[src/rtl/alu_e_unit_pkg.sv]
// Shared definitions for the AC load-data stage: op codes, default widths and
// the multiplier sequencer state type. The control-unit decoder imports this too.
package alu_e_unit_pkg;

    localparam int DEFAULT_SIZE   = 16;
    localparam int DEFAULT_INPR_W = 8;

    localparam logic [3:0] OP_AND = 4'd0;
    localparam logic [3:0] OP_ADD = 4'd1;
    localparam logic [3:0] OP_LDR = 4'd2;
    localparam logic [3:0] OP_INP = 4'd3;
    localparam logic [3:0] OP_CMA = 4'd4;
    localparam logic [3:0] OP_CIR = 4'd5;
    localparam logic [3:0] OP_CIL = 4'd6;
    localparam logic [3:0] OP_CLE = 4'd7;
    localparam logic [3:0] OP_CME = 4'd8;
    localparam logic [3:0] OP_MUL = 4'd9;
    localparam logic [3:0] OP_MRD = 4'd10;

    typedef enum logic {
        MUL_IDLE = 1'b0,
        MUL_RUN  = 1'b1
    } mul_state_e;

endpackage

[src/rtl/alu_e_unit_if.sv]
// Control-sequencer side of alu_e_unit: op strobe and operands in, AC load
// data, E, and multiply handshake out.
interface alu_e_unit_if
    import alu_e_unit_pkg::*;
#(
    parameter int size   = DEFAULT_SIZE,
    parameter int inpr_w = DEFAULT_INPR_W
);
    // Handshake: EN with OP is accepted at a falling edge only while BUSY=0.
    // A MUL accept raises BUSY for size/2 cycles, then DONE pulses for one
    // cycle as the product becomes readable through OP=MRD.
    logic              EN;
    logic [3:0]        OP;
    logic [size-1:0]   AC_IN;
    logic [size-1:0]   DR_IN;
    logic [inpr_w-1:0] INPR_IN;
    logic [size-1:0]   ALU_OUT;
    logic              E_OUT;
    logic              BUSY;
    logic              DONE;
    mul_state_e        mul_state;

    modport master (
        output EN, OP, AC_IN, DR_IN, INPR_IN,
        input  ALU_OUT, E_OUT, BUSY, DONE, mul_state
    );

    modport slave (
        input  EN, OP, AC_IN, DR_IN, INPR_IN,
        output ALU_OUT, E_OUT, BUSY, DONE, mul_state
    );
endinterface

[src/rtl/alu_e_unit_shift_add_mul.sv]
// Iterative shift-add multiplier: half-width x half-width -> full-width
// unsigned product, fixed latency of size/2 cycles, falling-edge clocked.
module shift_add_mul
    import alu_e_unit_pkg::*;
#(
    parameter int size = DEFAULT_SIZE
) (
    input  logic                CLK,
    input  logic                reset,
    input  logic                start,
    input  logic [size/2-1:0]   mplier_in,
    input  logic [size/2-1:0]   mcand_in,
    output logic [size-1:0]     product,
    output logic                busy,
    output logic                done,
    output mul_state_e          state
);
    localparam int H  = size / 2;
    localparam int CW = $clog2(H + 1);

    logic [size-1:0] mcand;
    logic [H-1:0]    mplier;
    logic [CW-1:0]   count;

    always_ff @(negedge CLK or posedge reset) begin
        if (reset) begin
            state   <= MUL_IDLE;
            mcand   <= '0;
            mplier  <= '0;
            product <= '0;
            count   <= '0;
            busy    <= 1'b0;
            done    <= 1'b0;
        end else begin
            done <= 1'b0;
            case (state)
                MUL_IDLE: begin
                    if (start) begin
                        mcand   <= {{H{1'b0}}, mcand_in};
                        mplier  <= mplier_in;
                        product <= '0;
                        count   <= CW'(H);
                        busy    <= 1'b1;
                        state   <= MUL_RUN;
                    end
                end
                MUL_RUN: begin
                    if (mplier[0]) begin
                        product <= product + mcand;
                    end
                    mcand  <= {mcand[size-2:0], 1'b0};
                    mplier <= {1'b0, mplier[H-1:1]};
                    count  <= count - CW'(1);
                    // Last iteration: the product update above lands on this edge.
                    if (count == CW'(1)) begin
                        busy  <= 1'b0;
                        done  <= 1'b1;
                        state <= MUL_IDLE;
                    end
                end
                default: state <= MUL_IDLE;
            endcase
        end
    end
endmodule

[src/rtl/alu_e_unit.sv]
// Adder-and-logic stage producing the accumulator load data; owns the E
// flip-flop and fronts the shift-add multiplier.
module alu_e_unit
    import alu_e_unit_pkg::*;
#(
    parameter int size   = DEFAULT_SIZE,
    parameter int inpr_w = DEFAULT_INPR_W
) (
    input  logic       CLK,
    input  logic       reset,
    alu_e_unit_if.slave bus
);
    localparam int H = size / 2;

    generate
        if ((size % 2) != 0 || size < 4) begin : g_bad_size
            $error("alu_e_unit: size must be even and at least 4");
        end
        if (inpr_w >= size) begin : g_bad_inpr
            $error("alu_e_unit: inpr_w must be smaller than size");
        end
    endgenerate

    logic            e_q;
    logic            accept;
    logic            mul_start;
    logic [size:0]   sum;
    logic [size-1:0] product;
    logic [size-1:0] alu_out;

    // EN is meaningless while a multiply runs; nothing may disturb E then.
    assign accept    = bus.EN && !bus.BUSY;
    assign mul_start = accept && (bus.OP == OP_MUL);
    assign sum       = {1'b0, bus.AC_IN} + {1'b0, bus.DR_IN};

    always_comb begin
        alu_out = bus.AC_IN;
        case (bus.OP)
            OP_AND:  alu_out = bus.AC_IN & bus.DR_IN;
            OP_ADD:  alu_out = sum[size-1:0];
            OP_LDR:  alu_out = bus.DR_IN;
            OP_INP:  alu_out = {bus.AC_IN[size-1:inpr_w], bus.INPR_IN};
            OP_CMA:  alu_out = ~bus.AC_IN;
            OP_CIR:  alu_out = {e_q, bus.AC_IN[size-1:1]};
            OP_CIL:  alu_out = {bus.AC_IN[size-2:0], e_q};
            OP_MRD:  alu_out = product;
            default: alu_out = bus.AC_IN;
        endcase
    end

    always_ff @(negedge CLK or posedge reset) begin
        if (reset) begin
            e_q <= 1'b0;
        end else if (accept) begin
            case (bus.OP)
                OP_ADD:  e_q <= sum[size];
                OP_CIR:  e_q <= bus.AC_IN[0];
                OP_CIL:  e_q <= bus.AC_IN[size-1];
                OP_CLE:  e_q <= 1'b0;
                OP_CME:  e_q <= ~e_q;
                default: e_q <= e_q;
            endcase
        end
    end

    shift_add_mul #(.size(size)) u_mul (
        .CLK       (CLK),
        .reset     (reset),
        .start     (mul_start),
        .mplier_in (bus.AC_IN[H-1:0]),
        .mcand_in  (bus.DR_IN[H-1:0]),
        .product   (product),
        .busy      (bus.BUSY),
        .done      (bus.DONE),
        .state     (bus.mul_state)
    );

    assign bus.ALU_OUT = alu_out;
    assign bus.E_OUT   = e_q;
endmodule

[src/flat_wrapper.sv]
// flat-port wrapper written by rule: the top's interface ports become plain ports
module alu_e_unit_flat import alu_e_unit_pkg::*;
#(
    parameter int size   = DEFAULT_SIZE,
    parameter int inpr_w = DEFAULT_INPR_W
)
  (CLK, reset, bus_EN, bus_OP, bus_AC_IN, bus_DR_IN, bus_INPR_IN, bus_ALU_OUT, bus_E_OUT, bus_BUSY, bus_DONE, bus_mul_state);
  alu_e_unit_if #(.size(size), .inpr_w(inpr_w)) bus_i ();
  input  logic CLK;
  input  logic reset;
  input wire logic [$bits(bus_i.EN)-1:0] bus_EN;
  input wire logic [$bits(bus_i.OP)-1:0] bus_OP;
  input wire logic [$bits(bus_i.AC_IN)-1:0] bus_AC_IN;
  input wire logic [$bits(bus_i.DR_IN)-1:0] bus_DR_IN;
  input wire logic [$bits(bus_i.INPR_IN)-1:0] bus_INPR_IN;
  output wire logic [$bits(bus_i.ALU_OUT)-1:0] bus_ALU_OUT;
  output wire logic [$bits(bus_i.E_OUT)-1:0] bus_E_OUT;
  output wire logic [$bits(bus_i.BUSY)-1:0] bus_BUSY;
  output wire logic [$bits(bus_i.DONE)-1:0] bus_DONE;
  output wire logic [$bits(bus_i.mul_state)-1:0] bus_mul_state;
  assign bus_i.EN = bus_EN;
  assign bus_i.OP = bus_OP;
  assign bus_i.AC_IN = bus_AC_IN;
  assign bus_i.DR_IN = bus_DR_IN;
  assign bus_i.INPR_IN = bus_INPR_IN;
  assign bus_ALU_OUT = bus_i.ALU_OUT;
  assign bus_E_OUT = bus_i.E_OUT;
  assign bus_BUSY = bus_i.BUSY;
  assign bus_DONE = bus_i.DONE;
  assign bus_mul_state = bus_i.mul_state;
  alu_e_unit #(.size(size), .inpr_w(inpr_w)) u_core (.CLK(CLK), .reset(reset), .bus(bus_i));
endmodule
[config.mk]
export PLATFORM = sky130hd
export DESIGN_NAME = alu_e_unit_flat
export DESIGN_NICKNAME = d
export VERILOG_FILES = /design/src/rtl/alu_e_unit_pkg.sv /design/src/rtl/alu_e_unit_if.sv /design/src/rtl/alu_e_unit_shift_add_mul.sv /design/src/rtl/alu_e_unit.sv /design/src/flat_wrapper.sv
export SDC_FILE = /design/constraint.sdc
export NUM_CORES = 1
export LEC_CHECK = 0
export CAP_MARGIN = 20
export CORE_MARGIN = 5
export CORE_UTILIZATION = 45
export DETAILED_ROUTE_END_ITERATION = 10
export HOLD_SLACK_MARGIN = 0.15
export PLACE_DENSITY = 0.79
export SLEW_MARGIN = 20
export SYNTH_ARGS = -nofsm -noshare
export SYNTH_HDL_FRONTEND = slang
export SYNTH_SLANG_ARGS = --single-unit
[constraint.sdc]
create_clock -name CLK -period 3.7 [get_ports CLK]
set_clock_uncertainty 0.1 [all_clocks]
set_input_delay 0.74 -clock CLK [delete_from_list [all_inputs] [get_ports CLK]]
set_output_delay 0.74 -clock CLK [all_outputs]
set_load 0.02 [all_outputs]
# == After elaboration in Yosys (flattened, before gate mapping) ==
# Cells that the tools add are included.
# op_classes
reduce_logical,8
order_cmp,0
n_mux,19
n_div,0
shifts,0
n_addsub,3
eq_ne,14
bitwise_logic,4
n_mul,0
# op_table
cell,count
$pmux W16 S8,1
$pmux W16 S2,2
$mux W16,3
$add A16 B16 Y17,1
$add A16 B16 Y16,1
$and A16 B16 Y16,1
$eq A4 B3 Y1 const B,4
$not A16 Y16,1
$pmux W8 S2,1
$eq A4 B4 Y1 const B,3
$eq A4 B1 Y1 const B,2
$eq A4 B2 Y1 const B,2
$mux W8,1
$pmux W4 S2,1
$mux W1,6
$ne A2 B1 Y1 const B,3
$reduce_and A2 Y1,3
$pmux W1 S5,1
$reduce_bool A5 Y1,1
$logic_not A4 Y1,1
$mux W4,1
$pmux W1 S2,2
$sub A4 B1 Y4 const B,1
$logic_and A1 B1 Y1,2
2 further kinds,3
# word_totals
n_memories,0
ff_bits,48
input_bits,47
latchBits,0
rom_bits,0
wordCells,56
ramBits,0

# == Longest topological paths before layout ==
# Gate-level depths: netlist (run 1).
# depth
word_depth,5
mapped_depth,10
ltp_nobuf,10

# == Hierarchy ==
# From an unflattened synthesis (run 1), not the netlist that was laid out.
# hier_totals
hier_cells,636
area_unflattened_um2,5052.3
# modules_own_cells
mod,seq_area_each_um2,area_each_um2,cells_per_inst,n_inst
shift_add_mul,1176.1,2737.6,288,1
alu_e_unit,25.0,2314.7,348,1

==> out/metrics.csv, run 1 <==
stage;metric;value;unit
synthesis;synth_warnings;0;
final_layout;fillers;719;
clocking;path_clk_slew;0.06;ns
clocking;cts.htree.levels;2;
setup_path;worstPathArrival;3.36;ns
final_layout;fin_nets;823;
global_routing;overflow;0;
timing;final_max_slew_viol_count;0;
timing;rsz0062_at_grt;true;
placed_design;place_ws;-1.17;ns
synthesis;ys.flop_type;dfrtn_1;
global_routing;grt_max_degree;62;
status;violations;setup timing;
clocking;cts_tree;built;
setup_path;critPathKind;reg -> out;
final_layout;finalInstanceArea;0.00672;mm^2
setup_path;r2r_slack;0.84;ns
status;status;finished with violations;
floorplan;boundaryPins;67;
route;drt-total-wl;16.2;mm
route;drc;0;
floorplan;core-area;0.00959;mm^2
synthesis;synthCells;542;
synthesis;async_flop_share;100;%
clocking;cts-root-buf;clkbuf_8;
placed_design;place_hpwl;11.6;mm
floorplan;std_cell_rows;36;
pwr;p_leak;3.14;nW
timing;slew_headroom;59.8;%
floorplan;start_util;45.4;%
pwr;p_per_area;448;mW/mm^2
setup_path;r2r_cells;10;
floorplan;die-width;108;um
route;vias;5095;
timing;fin_ws;-0.499;ns
synthesis;synth-compound-area-share;30.3;%
route;drt_first_pass_iters;6;
synthesis;synth.area.mux_share;4.42;%
route;ant_nets;0;
synthesis;synthXorXnorAreaFrac;4.62;%
synthesis;syn-cell-area;0.00436;mm^2
route;vias_per_cell;5.83;
clocking;cts_buffers;5;
global_routing;grt_pass1_wl;25.9;mm
final_layout;multi_input_area;0.00331;mm^2
setup_path;r2r_end;u_core.u_mul.product[14];
synthesis;synth_seq_cells;48;
placed_design;gp_congestion;0.989;
run;maxCapViolations;0;
clocking;clk_latency;0.30;ns
timing;finalSetupViolCount;17;
final_layout;syn_to_final_growth;54.2;%
final_layout;layout-drive-gt1-share;34.3;%
min_path;whs_path_depth;2;
synthesis;synth-simple-area-share;18.7;%
setup_path;worstPathRequired;2.86;ns
clocking;clock_path_buffers;2;
setup_path;end_kind;primary output;
placed_design;port_buffers;66;
synthesis;syn_nets;624;
min_path;holdCritStartpoint;u_core.u_mul.mplier[6];
setup_path;start_kind;flip-flop;
synthesis;synth_top_family_by_area;compound AO/OA/AOI/OAI gates;
min_path;hold_path_end;u_core.u_mul.mplier[5];
timing;hold_viol;0;
synthesis;ys_seq_area_share;27.6;%
global_routing;first_global_vias;5090;
setup_path;crit_fanout;2;
clocking;cts_hold_buf;0;
synthesis;synth_edf_count;0;
timing;worst_slew_pin_slew;0.595;ns
setup_path;r2r_start;u_core.u_mul.product[0];
clocking;cts_sinks;48;
timing;whs;0.338;ns
route;wire_per_inst;18.5;um
placed_design;dpl-instance-area;0.00619;mm^2
synthesis;synth_cell_types;66;
pwr;ir_worst_vdd;0.388;mV
final_layout;final-seq-area;0.00120;mm^2
final_layout;instances_no_fill;874;
synthesis;synth_fa_ha_area_share;10.4;%
final_layout;n_antenna_cell;0;
synthesis;syn_area_per_cell;8.04;um^2
global_routing;grt_use_total;27.5;%
placed_design;post-place-cells;843;
min_path;hp-class;reg -> reg;
floorplan;die_h;108;um
floorplan;dieArea;0.0118;mm^2
route;drt_iter0_drc;465;
global_routing;antenna_found_initial;0;
[sequential cells by signal (all words and copies together) (netlist names)]
register and flops:
u_core.bus.E_OUT 1, u_core.u_mul.busy 1, u_core.u_mul.count 4, u_core.u_mul.done 1
u_core.u_mul.mcand 16, u_core.u_mul.mplier 8, u_core.u_mul.product 16, u_core.u_mul.state 1
[metrics by stage]
| step | util (%) | power [mW] | setup TNS, ns |
|---|---|---|---|
| after floorplan | - | 1.90 | -0.477 |
| after global placement | 64.5 | 2.47 | -35.78 |
| after detailed placement | 64.5 | 2.54 | -37.07 |
| after CTS | 69.1 | 2.93 | -6.31 |
| after global routing | 70.1 | 3.23 | -7.62 |
| final | 70.1 | 3.01 | -6.37 |
[cell type report]
class / instances / area share (%)
well taps: 133 / 2.48
repair buffers: 217 / 28.3
multi-input cells: 456 / 49.3
clock buffers: 5 / 1.02
flip-flops and latches: 48 / 17.9
clock inverters: 2 / 0.186
inverters: 13 / 0.856
[power breakdown]
| part | total (mW) | internal (mW) | switching (mW) |
|---|---|---|---|
| sequential | 0.858 | 0.702 | 0.156 |
| combinational | 1.84 | 0.912 | 0.931 |
| clock | 0.309 | 0.128 | 0.180 |
| total | 3.01 | 1.74 | 1.27 |
[kinds of logic (layout without fill, tap and decap cells)]
family	count (synthesis)	in the layout
xor+xnor	23	23
mux	19	19
flops	48	48
compound gates	200	201
fa+ha+maj	35	35
buf+inv	39	237
simple gates	178	178
[worst max-delay path, cell delays in order, from the launching register on]
cell,delay (ns)
dfrtn_1,0.37
a222oi_1,0.37
and3_4,0.26
a31oi_4,0.07
buf_6,0.14
[Yosys cell counts (4+ instances only)]
cell type  number  share of area [%]
ha_1           33                9.5
nand2b_1        6               0.86
xor2_1         12                2.4
o21a_1          5               0.86
a221oi_1        5                1.0
xnor2_1        11                2.2
o21ai_0        63                7.2
a222oi_1       10                2.3
a22oi_1        21                3.6
nand2_1        66                5.7
a21o_1          7                1.2
a211oi_1        4               0.69
nand3_1        15                1.7
inv_1          13                1.1
nor2b_1         8                1.1
buf_2           6               0.69
nor2_1         52                4.5
a21oi_1        40                4.6
mux2i_1        17                3.9
a31oi_1         5               0.72
nor3_1          8               0.92
clkbuf_1       17                1.5
dfrtn_1        48                 28
o22a_1          4               0.80
[per-layer routing]
layer / share of wire (%) / global-route usage (%) / vias to the layer above
li1: - / - / 2426
met1: 42 / 37.5 / 2427
met2: 49 / 45.9 / 231
met3: 8.4 / 4.06 / 11
met4: 0.69 / 6.40 / 0
met5: 0 / 0 / -
[worst max-delay path by stage]
stage,from,end,cells past startpoint
4_1_cts,u_core.u_mul.product[13],bus_ALU_OUT[13],4
5_1_grt,u_core.u_mul.product[14],bus_ALU_OUT[14],6
3_3_place_gp,bus_DR_IN[0],u_core.bus.E_OUT,11
3_5_place_dp,bus_DR_IN[0],u_core.bus.E_OUT,11
2_1_floorplan,bus_DR_IN[0],u_core.bus.E_OUT,10
6_report,u_core.u_mul.product[13],bus_ALU_OUT[13],4
[cells in the final DEF, fill, tap and decap left out, types with 8 or more instances in the layout]
master,n
a21oi_1,33
a21oi_2,9
a222oi_1,10
a22oi_1,14
buf_2,10
buf_4,145
buf_6,12
clkdlybuf4s50_1,26
dfrtn_1,48
ha_1,26
inv_1,8
mux2i_1,17
nand2_1,65
nand3_1,14
nor2_1,50
o21ai_0,40
o21ai_1,24
xnor2_1,11
xor2_1,12
[timing repair]
action | CTS | global route
gates resized for setup | 195 | 31
setup endpoints to repair | 67 | 35
pin swaps | 45 | 9
buffers inserted | 16 | 6
gates cloned | 4 | 0
Note: power is estimated with default switching activity, not from simulation.
==> inputs of run 2 (changes only) <==
--- a/config.mk
+++ b/config.mk
@@ -6,11 +6,11 @@
 export NUM_CORES = 1
 export LEC_CHECK = 0
 export CAP_MARGIN = 20
-export CORE_MARGIN = 5
-export CORE_UTILIZATION = 45
+export CORE_MARGIN = 2
+export CORE_UTILIZATION = 55
 export DETAILED_ROUTE_END_ITERATION = 10
 export HOLD_SLACK_MARGIN = 0.15
-export PLACE_DENSITY = 0.79
+export PLACE_DENSITY = 0.91
 export SLEW_MARGIN = 20
 export SYNTH_ARGS = -nofsm -noshare
 export SYNTH_HDL_FRONTEND = slang
==> constraint.sdc (replaced) <==
create_clock -name CLK -period 4.5 [get_ports CLK]
set_clock_uncertainty 0.1 [all_clocks]
set_input_delay 0.9 -clock CLK [delete_from_list [all_inputs] [get_ports CLK]]
set_output_delay 0.9 -clock CLK [all_outputs]
set_load 0.02 [all_outputs]
==> run 2 against run 1 <==
The run ends with DRC, setup timing left. Total power fell by 9.4%. Hold slack better by 0.047 ns. Critical endpoint is now bus_ALU_OUT[5]. Routed wire length is 30% higher. Critical path depth up 1. Global-route usage increased by 16 points. Via count up 20%. Register-to-register slack improved by 0.62 ns. Final cell count decreased by 5.0%. Sequential power is 16% lower.
==> out/metrics.csv, run 2 (synthesis gave the netlist of run 1 again) <==
stage;metric;value;unit;change
clocking;cts-root-buf;clkbuf_8;;unchanged
final_layout;fin_nets;809;;was 823
pwr;clkPwrFrac;11.9;%;was 10.3%
pwr;total_power;2.72;mW;was 3.01 mW
timing;rsz0062_at_grt;true;;unchanged
clocking;clk_latency;0.31;ns;was 0.30 ns
status;violations;DRC, setup timing;;was setup timing
min_path;holdCritStartpoint;u_core.u_mul.mplier[5];;was u_core.u_mul.mplier[6]
route;vias_per_cell;7.38;;was 5.83
global_routing;grt_max_degree;61;;was 62
setup_path;start_kind;flip-flop;;unchanged
setup_path;worst_path_most_repeated_cell;a21oi_1;;
setup_path;r2r_start;u_core.u_mul.product[0];;unchanged
timing;fin_ws;-0.481;ns;was -0.499 ns
floorplan;die-width;93.0;um;was 108 um
run;maxCapViolations;0;;unchanged
clocking;cts_buffers;5;;unchanged
placed_design;place_hpwl;11.8;mm;was 11.6 mm
pwr;combPwrFrac;61.5;%;was 61.2%
route;wire_per_inst;25.4;um;was 18.5 um
setup_path;worst_path_dominant_cell_family;compound AO/OA/AOI/OAI gates;;unchanged
clocking;clock_path_buffers;2;;unchanged
setup_path;crit_fanout;2;;unchanged
timing;slew_headroom;61.1;%;was 59.8%
global_routing;grt_pass1_wl;29.1;mm;was 25.9 mm
route;drt_first_pass_iters;11;;was 6
setup_path;cp_slowest_stage_delay;0.40;ns;was 0.37 ns
floorplan;std_cell_rows;32;;was 36
global_routing;antenna_found_initial;1;;was 0
pwr;power.switching;1.21;mW;was 1.27 mW
final_layout;final_cell_mix;138 x buf_4, 66 x nand2_1, 55 x o21ai_0;;was 145 x buf_4, 65 x nand2_1, 50 x nor2_1
clocking;cts_hold_buf;0;;unchanged
route;drt_iter0_drc;1341;;was 465
floorplan;dieArea;0.00865;mm^2;was 0.0118 mm^2
route;ant_nets;0;;unchanged
clocking;path_clk_slew;0.07;ns;was 0.06 ns
final_layout;fillers;351;;was 719
setup_path;critical_path.cell_chain;a222oi_1, nand3_1, a21oi_1, a21oi_1, buf_2;;was a222oi_1, and3_4, a31oi_4, buf_6
pwr;p_seq_share;26.6;%;was 28.5%
timing;final_max_slew_viol_count;0;;unchanged
final_layout;layout-drive-gt1-share;29.9;%;was 34.3%
setup_path;critical_path_buf_inv_count;1;;unchanged
min_path;hp-class;reg -> reg;;unchanged
clocking;cts_tree;built;;unchanged
timing;worst_slew_pin_slew;0.583;ns;was 0.595 ns
pwr;switching_share;44.5;%;was 42.1%
floorplan;boundaryPins;67;;unchanged
final_layout;n_antenna_cell;0;;unchanged
route;vias;6122;;was 5095
final_layout;syn_to_final_growth;47.2;%;was 54.2%
setup_path;critPathKind;reg -> out;;unchanged
pwr;p_per_area;425;mW/mm^2;was 448 mW/mm^2
timing;finalSetupViolCount;18;;was 17
global_routing;first_global_vias;5703;;was 5090
pwr;internal_power;1.51;mW;was 1.74 mW
final_layout;top_regs;u_core.u_mul.mcand (16), u_core.u_mul.product (16), u_core.u_mul.mplier (8);;unchanged
pwr;p_leak;3.02;nW;was 3.14 nW
route;drc;7;;was 0
global_routing;grt_use_total;43.0;%;was 27.5%
setup_path;end_kind;primary output;;unchanged
setup_path;critPathSlowestCell;a222oi_1;;was dfrtn_1
pwr;ir_worst_vdd;0.334;mV;was 0.388 mV
floorplan;die_h;93.0;um;was 108 um
final_layout;mostFrequentLayoutCell;buf_4;;unchanged
route;drt-total-wl;21.1;mm;was 16.2 mm
global_routing;overflow;0;;unchanged
clocking;cts_sinks;48;;unchanged
setup_path;worstPathArrival;3.98;ns;was 3.36 ns
floorplan;start_util;56.7;%;was 45.4%
status;status;finished with violations;;unchanged
setup_path;startpoint;u_core.u_mul.product[5];;was u_core.u_mul.product[13]
timing;whs;0.385;ns;was 0.338 ns
placed_design;gp_congestion;1.07;;was 0.989
setup_path;worstPathRequired;3.50;ns;was 2.86 ns
floorplan;core-area;0.00769;mm^2;was 0.00959 mm^2
placed_design;port_buffers;66;;unchanged
clocking;cts.htree.levels;2;;unchanged
timing;hold_viol;0;;unchanged
==> run 2: timing repair <==
| item | CTS | global route |
|---|---|---|
| resized for setup | 141 | 24 |
| hold endpoints to repair | 0 | 0 |
| endpoints found under the setup margin | 57 | 40 |
| setup buffers | 13 | 6 |
| pin swaps | 35 | 10 |
| gates cloned | 0 | 1 |
==> run 2: power by group through the flow <==
| stage | logic (mW) | registers, mW | clock network, mW |
|---|---|---|---|
| floorplan | 0.867 | 0.672 | 0 |
| global placement | 1.28 | 0.690 | 0 |
| detailed placement | 1.38 | 0.699 | 0 |
| CTS | 1.47 | 0.692 | 0.314 |
| global route | 1.77 | 0.722 | 0.340 |
| finish | 1.68 | 0.725 | 0.324 |
==> run 2: path summary, 6_finish.rpt <==
path | slack, ns | to | cells past startpoint
min in group asynchronous | 2.96 | u_core.u_mul.mcand[8] | 3
min reg2reg | 0.39 | u_core.u_mul.mplier[4] | 2
max in group asynchronous | 1.06 | u_core.u_mul.mcand[10] | 3
min | 0.39 | u_core.u_mul.mplier[4] | 2
max | -0.48 | bus_ALU_OUT[5] | 5
max reg2reg | 1.46 | u_core.u_mul.product[14] | 10
==> run 2: cell type report <==
cell class,instances,area (um^2),area share (%)
Timing Repair Buffer,203,1670,26.1
Clock buffer,5,68.8,1.07
Multi-Input combinational cell,456,3250,50.7
Sequential cell,48,1200,18.7
Clock inverter,3,42.5,0.663
Tap cell,102,128,1.99
Inverter,13,48.8,0.761
==> run 2: metrics by stage <==
step	TNS, ns	instance area (um^2)	util [%]	worst slack [ns]	instances
finish	-4.47	6410	83.4	-0.481	830
detailed placement	-24.15	5980	77.8	-0.916	802
global route	-4.88	6410	83.4	-0.522	830
global placement	-19.03	5980	77.8	-0.816	802
CTS	-2.17	6260	81.4	-0.305	823
floorplan	-0.211	4410	-	-0.211	542
==> run 2: worst register-to-register path: cells and delay by family, from the launching register on <==
family                     cells  cell delay (ns)
DFF                            1             0.39
adders and majority gates      2             0.65
AOI/OAI and AO/OA              6             1.40
buffers and inverters          1             0.16
xor gates and xnor gates       1             0.17
==> run 2: metal layers <==
layer / up-vias / global-route usage (%) / wire [um]
li1: 2400 / - / -
met1: 2721 / 48.5 / 6800
met2: 715 / 69.0 / 8830
met3: 282 / 16.4 / 3170
met4: 4 / 26.0 / 2210
met5: - / 0 / 42
